`src/rtl/ula_timing_pkg.sv`:
```
// Raster geometry and interrupt FSM types for the TK90X/TK95 ULA.
// Bounds are 9-bit so they compare directly against the beam counts.
package ula_timing_pkg;

  localparam logic [8:0] H_TOTAL  = 9'd448;
  localparam logic [8:0] V_TOTAL  = 9'd312;
  localparam logic [8:0] H_LAST   = 9'd447;
  localparam logic [8:0] V_LAST   = 9'd311;

  localparam logic [8:0] DISP_W   = 9'd256;
  localparam logic [8:0] DISP_H   = 9'd192;
  localparam logic [8:0] HBLANK_S = 9'd320;
  localparam logic [8:0] HBLANK_E = 9'd415;
  localparam logic [8:0] HSYNC_S  = 9'd344;
  localparam logic [8:0] HSYNC_E  = 9'd375;
  localparam logic [8:0] VBLANK_S = 9'd248;
  localparam logic [8:0] VBLANK_E = 9'd255;
  localparam logic [8:0] VSYNC_S  = 9'd248;
  localparam logic [8:0] VSYNC_E  = 9'd251;

  localparam logic [8:0] INT_LINE = 9'd248;
  localparam logic [6:0] INT_LAST = 7'd63;
  localparam logic [3:0] FLASH_LAST = 4'd15;

  typedef enum logic {
    INT_IDLE,
    INT_ACTIVE
  } int_state_e;

endpackage

```
`src/rtl/ula_int_gen.sv`:
```
// Z80 /INT pulse generator: fixed-length low pulse, no retrigger.
// int_n is registered alongside the FSM so it shares its timing.
module ula_int_gen
  import ula_timing_pkg::*;
(
  input  logic clock,
  input  logic reset,
  input  logic start,
  output logic int_n
);

  int_state_e state, state_nx;
  logic [6:0] cnt, cnt_nx;
  logic       int_n_nx;

  always_ff @(posedge clock or posedge reset) begin
    if (reset) begin
      state <= INT_IDLE;
      cnt   <= '0;
      int_n <= 1'b1;
    end else begin
      state <= state_nx;
      cnt   <= cnt_nx;
      int_n <= int_n_nx;
    end
  end

  always_comb begin
    state_nx = state;
    cnt_nx   = cnt;
    int_n_nx = int_n;
    unique case (state)
      INT_IDLE: begin
        if (start) begin
          state_nx = INT_ACTIVE;
          cnt_nx   = INT_LAST;
          int_n_nx = 1'b0;
        end
      end
      INT_ACTIVE: begin
        if (cnt == 7'd0) begin
          state_nx = INT_IDLE;
          int_n_nx = 1'b1;
        end else begin
          cnt_nx = cnt - 7'd1;
        end
      end
    endcase
  end

endmodule

```
`src/rtl/ula_sync_gen.sv`:
```
// Raster timing decoder: registers sync, blanking, window, ticks,
// /INT and FLASH phase from the beam counts at mid-cell.
module ula_sync_gen
  import ula_timing_pkg::*;
(
  input  logic       clock,
  input  logic       reset,
  input  logic [8:0] hc,
  input  logic [8:0] vc,
  output logic       hsync_n,
  output logic       vsync_n,
  output logic       blank,
  output logic       display,
  output logic       border,
  output logic       line_tick,
  output logic       frame_tick,
  output logic       int_n,
  output logic       flash
);

  logic in_range;
  logic hblank, vblank, hsync, vsync;
  logic disp_d, blank_d, line_d, frame_d;
  logic int_start;
  logic [3:0] frame_cnt;

  assign in_range = (hc < H_TOTAL) && (vc < V_TOTAL);
  assign hblank = (hc >= HBLANK_S) && (hc <= HBLANK_E);
  assign vblank = (vc >= VBLANK_S) && (vc <= VBLANK_E);
  assign hsync  = (hc >= HSYNC_S) && (hc <= HSYNC_E);
  assign vsync  = (vc >= VSYNC_S) && (vc <= VSYNC_E);

  // Out-of-range counts look like blanking until the parent wraps them
  assign blank_d = !in_range || hblank || vblank;
  assign disp_d  = in_range && (hc < DISP_W) && (vc < DISP_H);
  assign line_d  = in_range && (hc == H_LAST);
  assign frame_d = line_d && (vc == V_LAST);

  assign int_start = (vc == INT_LINE) && (hc == 9'd0);

  always_ff @(posedge clock or posedge reset) begin
    if (reset) begin
      hsync_n    <= 1'b1;
      vsync_n    <= 1'b1;
      blank      <= 1'b1;
      display    <= 1'b0;
      border     <= 1'b0;
      line_tick  <= 1'b0;
      frame_tick <= 1'b0;
      frame_cnt  <= '0;
      flash      <= 1'b0;
    end else begin
      hsync_n    <= !(in_range && hsync);
      vsync_n    <= !(in_range && vsync);
      blank      <= blank_d;
      display    <= disp_d;
      border     <= !blank_d && !disp_d;
      line_tick  <= line_d;
      frame_tick <= frame_d;
      if (frame_d) begin
        frame_cnt <= frame_cnt + 4'd1;
        if (frame_cnt == FLASH_LAST) flash <= !flash;
      end
    end
  end

  ula_int_gen u_int (
    .clock (clock),
    .reset (reset),
    .start (int_start),
    .int_n (int_n)
  );

endmodule

```
`config.mk`:
```
export PLATFORM = sky130hd
export DESIGN_NAME = ula_sync_gen
export DESIGN_NICKNAME = d
export VERILOG_FILES = /design/src/rtl/ula_timing_pkg.sv /design/src/rtl/ula_int_gen.sv /design/src/rtl/ula_sync_gen.sv
export SDC_FILE = /design/constraint.sdc
export NUM_CORES = 1
export LEC_CHECK = 0
export CAP_MARGIN = 20
export CORE_UTILIZATION = 30
export CTS_CLUSTER_DIAMETER = 100
export DETAILED_ROUTE_END_ITERATION = 16
export GPL_ROUTABILITY_DRIVEN = 0
export HOLD_SLACK_MARGIN = 0.06
export SKIP_LAST_GASP = 1
export SLEW_MARGIN = 10
export SYNTH_ARGS = -nofsm -noshare
export SYNTH_HDL_FRONTEND = slang
export SYNTH_SLANG_ARGS = --single-unit
export TNS_END_PERCENT = 30
```
`constraint.sdc`:
```
create_clock -name clock -period 3.7 [get_ports clock]
set_clock_uncertainty 0.15 [all_clocks]
set_input_delay 0.74 -clock clock [delete_from_list [all_inputs] [get_ports clock]]
set_output_delay 0.74 -clock clock [all_outputs]
set_load 0.01 [all_outputs]
```
# == Word level (Yosys, flattened, before mapping) ==
# Cells that the tools add are included.
# totals
regBits,21
output_inout_bits,9
word_cells,68
# classes
n_addsub,2
magnitude_cmp,11
n_eq_ne,7
mux,9
n_bitwise,1
reduce_logical,26
# ops
cell,count
9-bit < comparator (second input constant),3
9-bit == test (second input constant),2
9-bit greater-or-equal comparator (second input constant),2
9-bit by 8-bit <= comparator with 1-bit output (second input constant),2
9-bit <= comparator (second input constant),2
7-bit 2-to-1 mux,2
7-bit one-hot mux with 2 select lines,1
1-bit logical AND,13
9-bit by 8-bit == test with 1-bit output (second input constant),1
9-bit by 8-bit greater-or-equal comparator with 1-bit output (second input constant),1
9-bit zero test,1
9-bit by 8-bit < comparator with 1-bit output (second input constant),1
7-bit zero test,1
7-bit by 1-bit subtractor with 7-bit output (second input constant),1
1-bit zero test,6
2-bit inequality test (second input constant),3
2-bit AND reduction,3
4-bit by 1-bit adder with 4-bit output (second input constant),1
4-bit == test (second input constant),1
1-bit 2-to-1 mux,4
1-bit one-hot mux with 2 select lines,2
1-bit logical OR,2
1-bit inverter,1

# == Depth between registers and ports, before layout ==
# Gate-level depths: netlist of run 1.
# logic_depth
depth_word,7
mapped_depth,6
mapped_depth_nobuf,6

# == Modules after synthesis ==
# A second synthesis of run 1 with hierarchy kept.
# hier_totals
hier_cells,110
hier_area_um2,1121.1
# modules_own_cells
mod,n_inst,cells_each,area_each_um2,seq_area_each_um2
ula_sync_gen,1,61,635.6,304.0
ula_int_gen,1,49,485.5,226.5

# == Worst setup path after synthesis of run 1 ==
# No wires, ideal clock.
# synth_path
kind,input -> register
startpoint,input port hc[7]
endpoint,register u_int.int_n
arrival_time_ps,1738
path_slack_ps,1732
path_stages,4
path_buffers,0
cell_sequence,or4_1 nor2_1 nand3_1 a22o_1
# synth_between
elab_chain_cells,4
# synth_lines
item,line,text
from (decl),ula_sync_gen.sv:8,"input logic [8:0] hc,"
9-bit zero test,ula_sync_gen.sv:39,assign int_start = (vc == INT_LINE) && (hc == 9'd0);
1-bit logical AND,ula_sync_gen.sv:39,
2-bit inequality test (no line),--,
2-bit AND reduction (no line),--,
to (signal assigned),ula_int_gen.sv:24,int_n <= int_n_nx;
to (decl),ula_int_gen.sv:9,output logic int_n
# No other way between the ends.
# A chain may end at the register's enable or synchronous reset.

# == Worst setup path after layout of run 1 ==
# layout_path
startpoint,input port hc[5]
endpoint,register frame_cnt[1]
# layout_between
elab_chain_cells,4
# layout_lines
item,line,text
9-bit < comparator,ula_sync_gen.sv:27,assign in_range = (hc < H_TOTAL) && (vc < V_TOTAL);
1-bit logical AND,ula_sync_gen.sv:27,
1-bit logical AND *,ula_sync_gen.sv:36,assign line_d = in_range && (hc == H_LAST);
1-bit logical AND *,ula_sync_gen.sv:37,assign frame_d = line_d && (vc == V_LAST);
to (signal assigned),ula_sync_gen.sv:61,frame_cnt <= frame_cnt + 4'd1;
to (decl),ula_sync_gen.sv:25,logic [3:0] frame_cnt;
# Mark *: on every way between the ends. The rest lies on a longest branch, timed or not.

==> load_flow_metrics.sql, run 1 <==
INSERT INTO impl_metrics (metric_group, metric, value, unit) VALUES
('global_route', 'gr-total-overflow', '0', ''),
('sta', 'max_freq', '431', 'MHz'),
('global_route', 'grt_start_max_net_pins', '22', ''),
('cts', 'post_cts.resized_instances', '0', ''),
('global_route', 'grt_pass1_vias', '832', ''),
('cts', 'clock_edge_transition_at_the_registers_on_the_reported_setup_and_hold_paths', '120', 'ps'),
('setup_path', 'worst-setup-path-type', 'primary input to flip-flop', ''),
('final_layout', 'final_cell_area', '1420', 'sq um'),
('final_layout', 'design.final.nets', '155', ''),
('cts', 'cts.root.buffer_cell', 'sky130_fd_sc_hd__clkbuf_4', ''),
('synthesis', 'postSynthNetCount', '122', ''),
('status', 'run_status', 'completed', ''),
('cts', 'cts_tree', 'built', ''),
('cts', 'postCtsSetupBuffers', '0', ''),
('synthesis', 'synth_enable_flop_cells', '0', ''),
('synthesis', 'post_synth_inst_count', '99', ''),
('flow_run', 'timing.max_cap.violations', '0', ''),
('cts', 'holdBufCountCts', '0', ''),
('cts', 'htree_levels', '1', ''),
('synthesis', 'netlist-cell-type-count', '32', ''),
('synthesis', 'ys_top_cells_by_area', 'sky130_fd_sc_hd__dfrtp_1, sky130_fd_sc_hd__dfstp_2, sky130_fd_sc_hd__xnor2_1', ''),
('route', 'routed_wirelength', '2230', 'microns'),
('route', 'drc_errors', '0', ''),
('setup_path', 'critical_path.endpoint_type', 'flip-flop', ''),
('setup_path', 'regToRegSetupSlack', '1730', 'ps'),
('synthesis', 'yosysWarningCount', '0', ''),
('synthesis', 'synth.largest_area_cell', 'sky130_fd_sc_hd__dfrtp_1', ''),
('route', 'drt-vias-per-instance', '4.97', ''),
('synthesis', 'syn_area', '1050', 'sq um'),
('sta', 'final_min_period_over_clock_period', '62.7', '%'),
('route', 'drtAntennaViolNets', '0', ''),
('final_layout', 'multiInputGateArea', '500', 'sq um'),
('synthesis', 'register_bit_count_reported_by_yosys', '21', ''),
('sta', 'final_max_slew_viol_count', '0', ''),
('synthesis', 'synth_top_flop_cell', 'sky130_fd_sc_hd__dfrtp_1', ''),
('cts', 'tritoncts_buffer_count', '3', ''),
('floorplan', 'initial_utilization', '31.3', '%'),
('worst_hold_path', 'timing.hold.worst.class', 'flip-flop to flip-flop', ''),
('placed_design', 'dpl.hpwl', '1760', 'microns'),
('sta', 'grt_setup_unrepaired', 'false', ''),
('setup_path', 'cp.required', '3760', 'ps'),
('synthesis', 'synthDominantCellAreaShare', '40.4', '%'),
('placed_design', 'post_dp_cell_area', '1390', 'sq um'),
('cts', 'worst_skew_pair.late_latency', '310', 'ps'),
('final_layout', 'num_antenna_cells', '0', ''),
('global_route', 'grt_first_pass_wirelength', '3750', 'microns'),
('floorplan', 'die_w', '61.3', 'microns'),
('sta', 'worst-slew-pin-transition', '779', 'ps'),
('route', 'initial_detailed_routing_violation_count', '28', ''),
('cts', 'numClockSinks', '21', ''),
('synthesis', 'asyncSetResetFlopFracSynth', '100', '%'),
('floorplan', 'design.portCount', '29', ''),
('floorplan', 'die_area', '3750', 'sq um'),
('setup_path', 'crit_path_max_fanout', '5', ''),
('cts', 'clk_path_buf_depth', '2', ''),
('sta', 'slew_headroom', '48.0', '%'),
('floorplan', 'height_of_the_die', '61.3', 'microns'),
('final_layout', 'syn_to_final_growth', '34.7', '%'),
('final_layout', 'layout.filler_cells', '362', ''),
('route', 'vias', '880', ''),
('placed_design', 'portbufs', '28', ''),
('sta', 'report.final.hold_viol_count', '0', ''),
('setup_path', 'worst_setup_path_start_kind', 'primary input', ''),
('power', 'highest_ir_drop_seen_on_vdd', '0.000146', 'V'),
('final_layout', 'final_layout_size_suffix_gt1_share', '10.7', '%'),
('floorplan', 'core', '3360', 'sq um'),
('route', 'detailedRoute.firstPassIterationCount', '4', ''),
('route', 'routedWlPerCell', '12.6', 'microns'),
('floorplan', 'fp_rows', '21', ''),
('synthesis', 'synth.yosys.seq_area_share', '50.4', '%'),
('sta', 'period_needed', '2320', 'ps'),
('global_route', 'number_of_antenna_violations_at_the_first_check_in_global_routing', '0', ''),
('global_route', 'groute.usage.overall', '14.1', '%'),
('sta', 'finalSetupTns', '0', 'ps'),
('power', 'p_per_area', '281', 'nW/um^2'),
('final_layout', 'area.sequential', '531', 'sq um'),
('sta', 'setup_violations', '0', ''),
('setup_path', 'arrival', '2380', 'ps'),
('synthesis', 'synthesis.area_per_instance', '10.6', 'sq um'),
('power', 'p_leak', '0.600', 'nW');
==> path summary, 6_finish.rpt <==
path / from / end / depth (start not counted)
min: flash$_DFFE_PP0P_ / flash$_DFFE_PP0P_ / 1
min in group asynchronous: reset / flash$_DFFE_PP0P_ / 2
max in group asynchronous: reset / u_int.cnt[2]$_DFFE_PP0P_ / 2
max: hc[5] / frame_cnt[1]$_DFFE_PP0P_ / 5
max reg2reg: u_int.cnt[4]$_DFFE_PP0P_ / u_int.cnt[5]$_DFFE_PP0P_ / 4
min reg2reg: flash$_DFFE_PP0P_ / flash$_DFFE_PP0P_ / 1
==> Yosys cell counts (2+ instances only) <==
library cell,n
sky130_fd_sc_hd__nor2b_1,2
sky130_fd_sc_hd__a2bb2oi_1,3
sky130_fd_sc_hd__nor3_1,5
sky130_fd_sc_hd__nor2_1,8
sky130_fd_sc_hd__ha_1,3
sky130_fd_sc_hd__a21oi_1,2
sky130_fd_sc_hd__nand3_1,4
sky130_fd_sc_hd__and3_1,2
sky130_fd_sc_hd__o21ai_0,3
sky130_fd_sc_hd__dfstp_2,4
sky130_fd_sc_hd__xnor2_1,7
sky130_fd_sc_hd__nand2_1,6
sky130_fd_sc_hd__inv_1,6
sky130_fd_sc_hd__nand4_1,6
sky130_fd_sc_hd__nor4_1,3
sky130_fd_sc_hd__or4_1,3
sky130_fd_sc_hd__dfrtp_1,17
==> critical path, stage by stage <==
cell                              delay, ps
sky130_fd_sc_hd__clkdlybuf4s50_1        560
sky130_fd_sc_hd__nand4_1                110
sky130_fd_sc_hd__nor3_1                 420
sky130_fd_sc_hd__nand3_1                230
sky130_fd_sc_hd__mux2_2                 320
==> report_power, final <==
| part | internal, mW | switching, mW |
|---|---|---|
| Clock | 0.0405 | 0.0733 |
| Combinational | 0.0282 | 0.0207 |
| Sequential | 0.234 | 0.00160 |
==> logic make-up after synthesis <==
kind of cell               share of synthesized area, %
adders and majority gates                          3.56
and+or+nand+nor                                    23.0
muxes                                              1.07
xor gates and xnor gates                           6.65
DFF                                                50.4
AOI/OAI and AO/OA                                  13.2
buffers and inverters                              2.14
==> registers in the layout, indices dropped and copies added (netlist names) <==
name         cells
u_int.cnt        7
frame_cnt        4
blank            1
border           1
display          1
flash            1
frame_tick       1
hsync_n          1
line_tick        1
u_int.int_n      1
u_int.state      1
vsync_n          1
==> metrics by stage <==
stage | worst slack (ps) | hold WS (ps) | cells | power [mW] | util [%]
after floorplan | 1730 | 288 | 99 | 0.255 | -
after global placement | 1080 | 312 | 173 | 0.289 | 41.4
after detailed placement | 1020 | 312 | 173 | 0.289 | 41.4
after CTS | 1370 | 334 | 177 | 0.404 | 42.2
after global routing | 1270 | 346 | 177 | 0.420 | 42.2
final | 1380 | 335 | 177 | 0.398 | 42.2
==> cells in the final DEF (no fill, tap or decap), drive strengths merged <==
master,Yosys,layout
and3,2,2
dfrtp,17,17
nor3,5,5
clkbuf,0,3
xnor2,7,7
clkinv,0,1
xor2,1,1
nand3,4,4
or4,3,3
ha,3,3
nor4,3,3
mux2,1,1
nor2b,2,2
a22o,1,1
o41a,1,1
a2bb2oi,3,3
and2,1,1
nor2,8,8
a21oi,2,2
inv,6,6
a211oi,1,1
o21ai,3,3
or3b,1,1
a22oi,1,1
nand2b,1,1
a31o,1,1
a21boi,1,1
o211a,1,1
nand3b,1,1
or3,1,1
dfstp,4,4
nand4,6,6
o21a,1,1
nand2,6,6
clkdlybuf4s50,0,28
==> area by class of cell <==
cell class | instances | area share (%)
Clock buffer | 3 | 1.59
Clock inverter | 1 | 0.353
Inverter | 6 | 1.59
Multi-Input combinational cell | 72 | 35.3
Sequential cell | 21 | 37.4
Tap cell | 46 | 4.06
Timing Repair Buffer | 28 | 19.8
==> routing by layer <==
layer	wire length, microns	vias up	track usage, %
li1	-	428	-
met1	955	420	15.8
met2	1120	27	25.5
met3	114	5	2.94
met4	42	0	6.82
met5	0	-	0
Power figures use the tool's default switching activity.
==> run 2: changes to the inputs <==
==> constraint.sdc (replaced) <==
create_clock -name clock -period 2.2 [get_ports clock]
set_clock_uncertainty 0.15 [all_clocks]
set_input_delay 0.44 -clock clock [delete_from_list [all_inputs] [get_ports clock]]
set_output_delay 0.44 -clock clock [all_outputs]
set_load 0.01 [all_outputs]
==> run 2 against run 1 <==
Compared with the run above:
- via count grew 4.2%
- clock-buffer cell count grew 1
- clock power grew 61%
- first-iteration DRC count shrank 25%
- non-clock buffer count grew 11
- design area grew 5.7%
- sequential cell count is the same
- worst setup slack lost 1100 ps
- utilization grew 2.4 points
- combinational power grew 88%
- global-route usage shrank 0.17 points
==> load_flow_metrics.sql, run 2 (synthesis gave the netlist of run 1 again) <==
INSERT INTO impl_metrics (metric_group, metric, value, unit) VALUES
('route', 'drt-vias-per-instance', '4.88', ''),
('final_layout', 'design.final.nets', '166', ''),
('final_layout', 'layout_common_cells', 'sky130_fd_sc_hd__clkdlybuf4s50_1, sky130_fd_sc_hd__dfrtp_1, sky130_fd_sc_hd__buf_4, sky130_fd_sc_hd__nor2_1, sky130_fd_sc_hd__xnor2_1', ''),
('sta', 'worst-slew-pin-transition', '377', 'ps'),
('cts', 'worst_skew_pair.late_latency', '300', 'ps'),
('route', 'detailedRoute.firstPassIterationCount', '4', ''),
('cts', 'postCtsSetupBuffers', '0', ''),
('cts', 'holdBufCountCts', '0', ''),
('floorplan', 'core', '3360', 'sq um'),
('global_route', 'groute.usage.overall', '14.0', '%'),
('global_route', 'number_of_antenna_violations_at_the_first_check_in_global_routing', '0', ''),
('sta', 'report.final.hold_viol_count', '0', ''),
('setup_path', 'ff2ff_path_depth', '6', ''),
('cts', 'post_cts.resized_instances', '0', ''),
('floorplan', 'initial_utilization', '31.3', '%'),
('global_route', 'grt_first_pass_wirelength', '3860', 'microns'),
('cts', 'htree_levels', '1', ''),
('sta', 'period_needed', '1970', 'ps'),
('setup_path', 'critical_path.endpoint_type', 'flip-flop', ''),
('worst_hold_path', 'timing.hold.worst.class', 'primary input to async pin', ''),
('placed_design', 'dpl.hpwl', '1800', 'microns'),
('route', 'vias', '917', ''),
('setup_path', 'cp.required', '2250', 'ps'),
('sta', 'setup_violations', '0', ''),
('flow_run', 'timing.max_cap.violations', '0', ''),
('cts', 'cts_tree', 'built', ''),
('power', 'highest_ir_drop_seen_on_vdd', '0.000283', 'V'),
('route', 'drc_errors', '0', ''),
('setup_path', 'rr_startpoint', 'u_int.cnt[0]$_DFFE_PP0P_', ''),
('placed_design', 'portbufs', '28', ''),
('cts', 'tritoncts_buffer_count', '3', ''),
('sta', 'max_freq', '509', 'MHz'),
('sta', 'final_max_slew_viol_count', '0', ''),
('final_layout', 'final_common_cell', 'sky130_fd_sc_hd__clkdlybuf4s50_1', ''),
('power', 'p_per_area', '448', 'nW/um^2'),
('setup_path', 'worst_setup_path_start_kind', 'flip-flop', ''),
('setup_path', 'worst-setup-path-type', 'flip-flop to flip-flop', ''),
('final_layout', 'syn_to_final_growth', '42.4', '%'),
('floorplan', 'height_of_the_die', '61.3', 'microns'),
('route', 'routed_wirelength', '2250', 'microns'),
('cts', 'cts.root.buffer_cell', 'sky130_fd_sc_hd__clkbuf_4', ''),
('setup_path', 'reg2reg_to', 'u_int.cnt[5]$_DFFE_PP0P_', ''),
('power', 'post-layout-total-power', '0.672', 'mW'),
('sta', 'final_min_period_over_clock_period', '89.4', '%'),
('status', 'run_status', 'completed', ''),
('floorplan', 'die_area', '3750', 'sq um'),
('cts', 'clock_edge_transition_at_the_registers_on_the_reported_setup_and_hold_paths', '110', 'ps'),
('power', 'p_leak', '0.652', 'nW'),
('route', 'drtAntennaViolNets', '0', ''),
('cts', 'numClockSinks', '21', ''),
('final_layout', 'largest_register_ff_count', '7', ''),
('floorplan', 'fp_rows', '21', ''),
('global_route', 'grt_start_max_net_pins', '22', ''),
('final_layout', 'register_bank_with_the_most_flops', 'u_int.cnt', ''),
('sta', 'finalSetupTns', '0', 'ps'),
('route', 'routedWlPerCell', '12.0', 'microns'),
('floorplan', 'design.portCount', '29', ''),
('floorplan', 'die_w', '61.3', 'microns'),
('final_layout', 'final_layout_size_suffix_gt1_share', '16.9', '%'),
('sta', 'grt_setup_unrepaired', 'false', ''),
('setup_path', 'regToRegSetupSlack', '230', 'ps'),
('global_route', 'grt_pass1_vias', '897', ''),
('cts', 'clk_path_buf_depth', '2', ''),
('global_route', 'gr-total-overflow', '0', ''),
('final_layout', 'layout_top_registers', 'u_int.cnt: 7 flops, frame_cnt: 4 flops', ''),
('sta', 'slew_headroom', '74.6', '%'),
('route', 'initial_detailed_routing_violation_count', '21', ''),
('setup_path', 'arrival', '2020', 'ps'),
('final_layout', 'num_antenna_cells', '0', ''),
('setup_path', 'crit_path_max_fanout', '7', '');
-- run 2: cell count changes in the layout (fill, tap and decap cells not counted), sizes merged --
cell    change
clkbuf      +1
clkinv      -1
buf        +11
-- run 2: layout make-up --
type	count	area, sq um
fill	365	1860
multi-input combinational	72	500
sequential	21	531
clock buffer	4	26.3
inverter	6	22.5
tap	46	57.6
timing repair buffer	39	363
-- run 2: how the worst max path moves through the flow --
stage | slack, ps | from | end
after global routing | 140 | u_int.cnt[0]$_DFFE_PP0P_ | u_int.cnt[5]$_DFFE_PP0P_
after floorplan | 330 | u_int.cnt[4]$_DFFE_PP0P_ | u_int.cnt[5]$_DFFE_PP0P_
after global placement | 20 | hc[7] | u_int.cnt[4]$_DFFE_PP0P_
after CTS | 220 | blank$_DFF_PP1_ | blank
after detailed placement | 7 | hc[7] | u_int.cnt[4]$_DFFE_PP0P_
final | 230 | u_int.cnt[0]$_DFFE_PP0P_ | u_int.cnt[5]$_DFFE_PP0P_
-- run 2: report_power, final --
| group | switching (mW) | internal, mW |
|---|---|---|
| Sequential | 0.00305 | 0.393 |
| Combinational | 0.0368 | 0.0552 |
| Clock | 0.113 | 0.0706 |
-- run 2: critical path: stages (launching register included) --
cell and delay [ps]:
sky130_fd_sc_hd__dfrtp_1 440, sky130_fd_sc_hd__inv_1 100, sky130_fd_sc_hd__ha_1 150, sky130_fd_sc_hd__inv_1 60, sky130_fd_sc_hd__o41a_4 530, sky130_fd_sc_hd__a31o_4 250
sky130_fd_sc_hd__o211a_1 200
-- run 2: through the flow --
step                cell area (sq um)  hold slack, ps  util, %  setup slack, ps  std cells
global route                     1500             325     44.6              137        188
CTS                              1500             311     44.6              217        188
floorplan                        1050             264        -              327         99
finish                           1500             308     44.6              234        188
global placement                 1470             305     43.8             24.7        184
detailed placement               1470             314     43.8             7.27        184
-- run 2: per-layer routing --
metal  wire [microns]  GRT usage (%)
met5                0              0
met4                0           4.87
met3               99           2.31
met2             1120           25.0
met1             1040           16.9
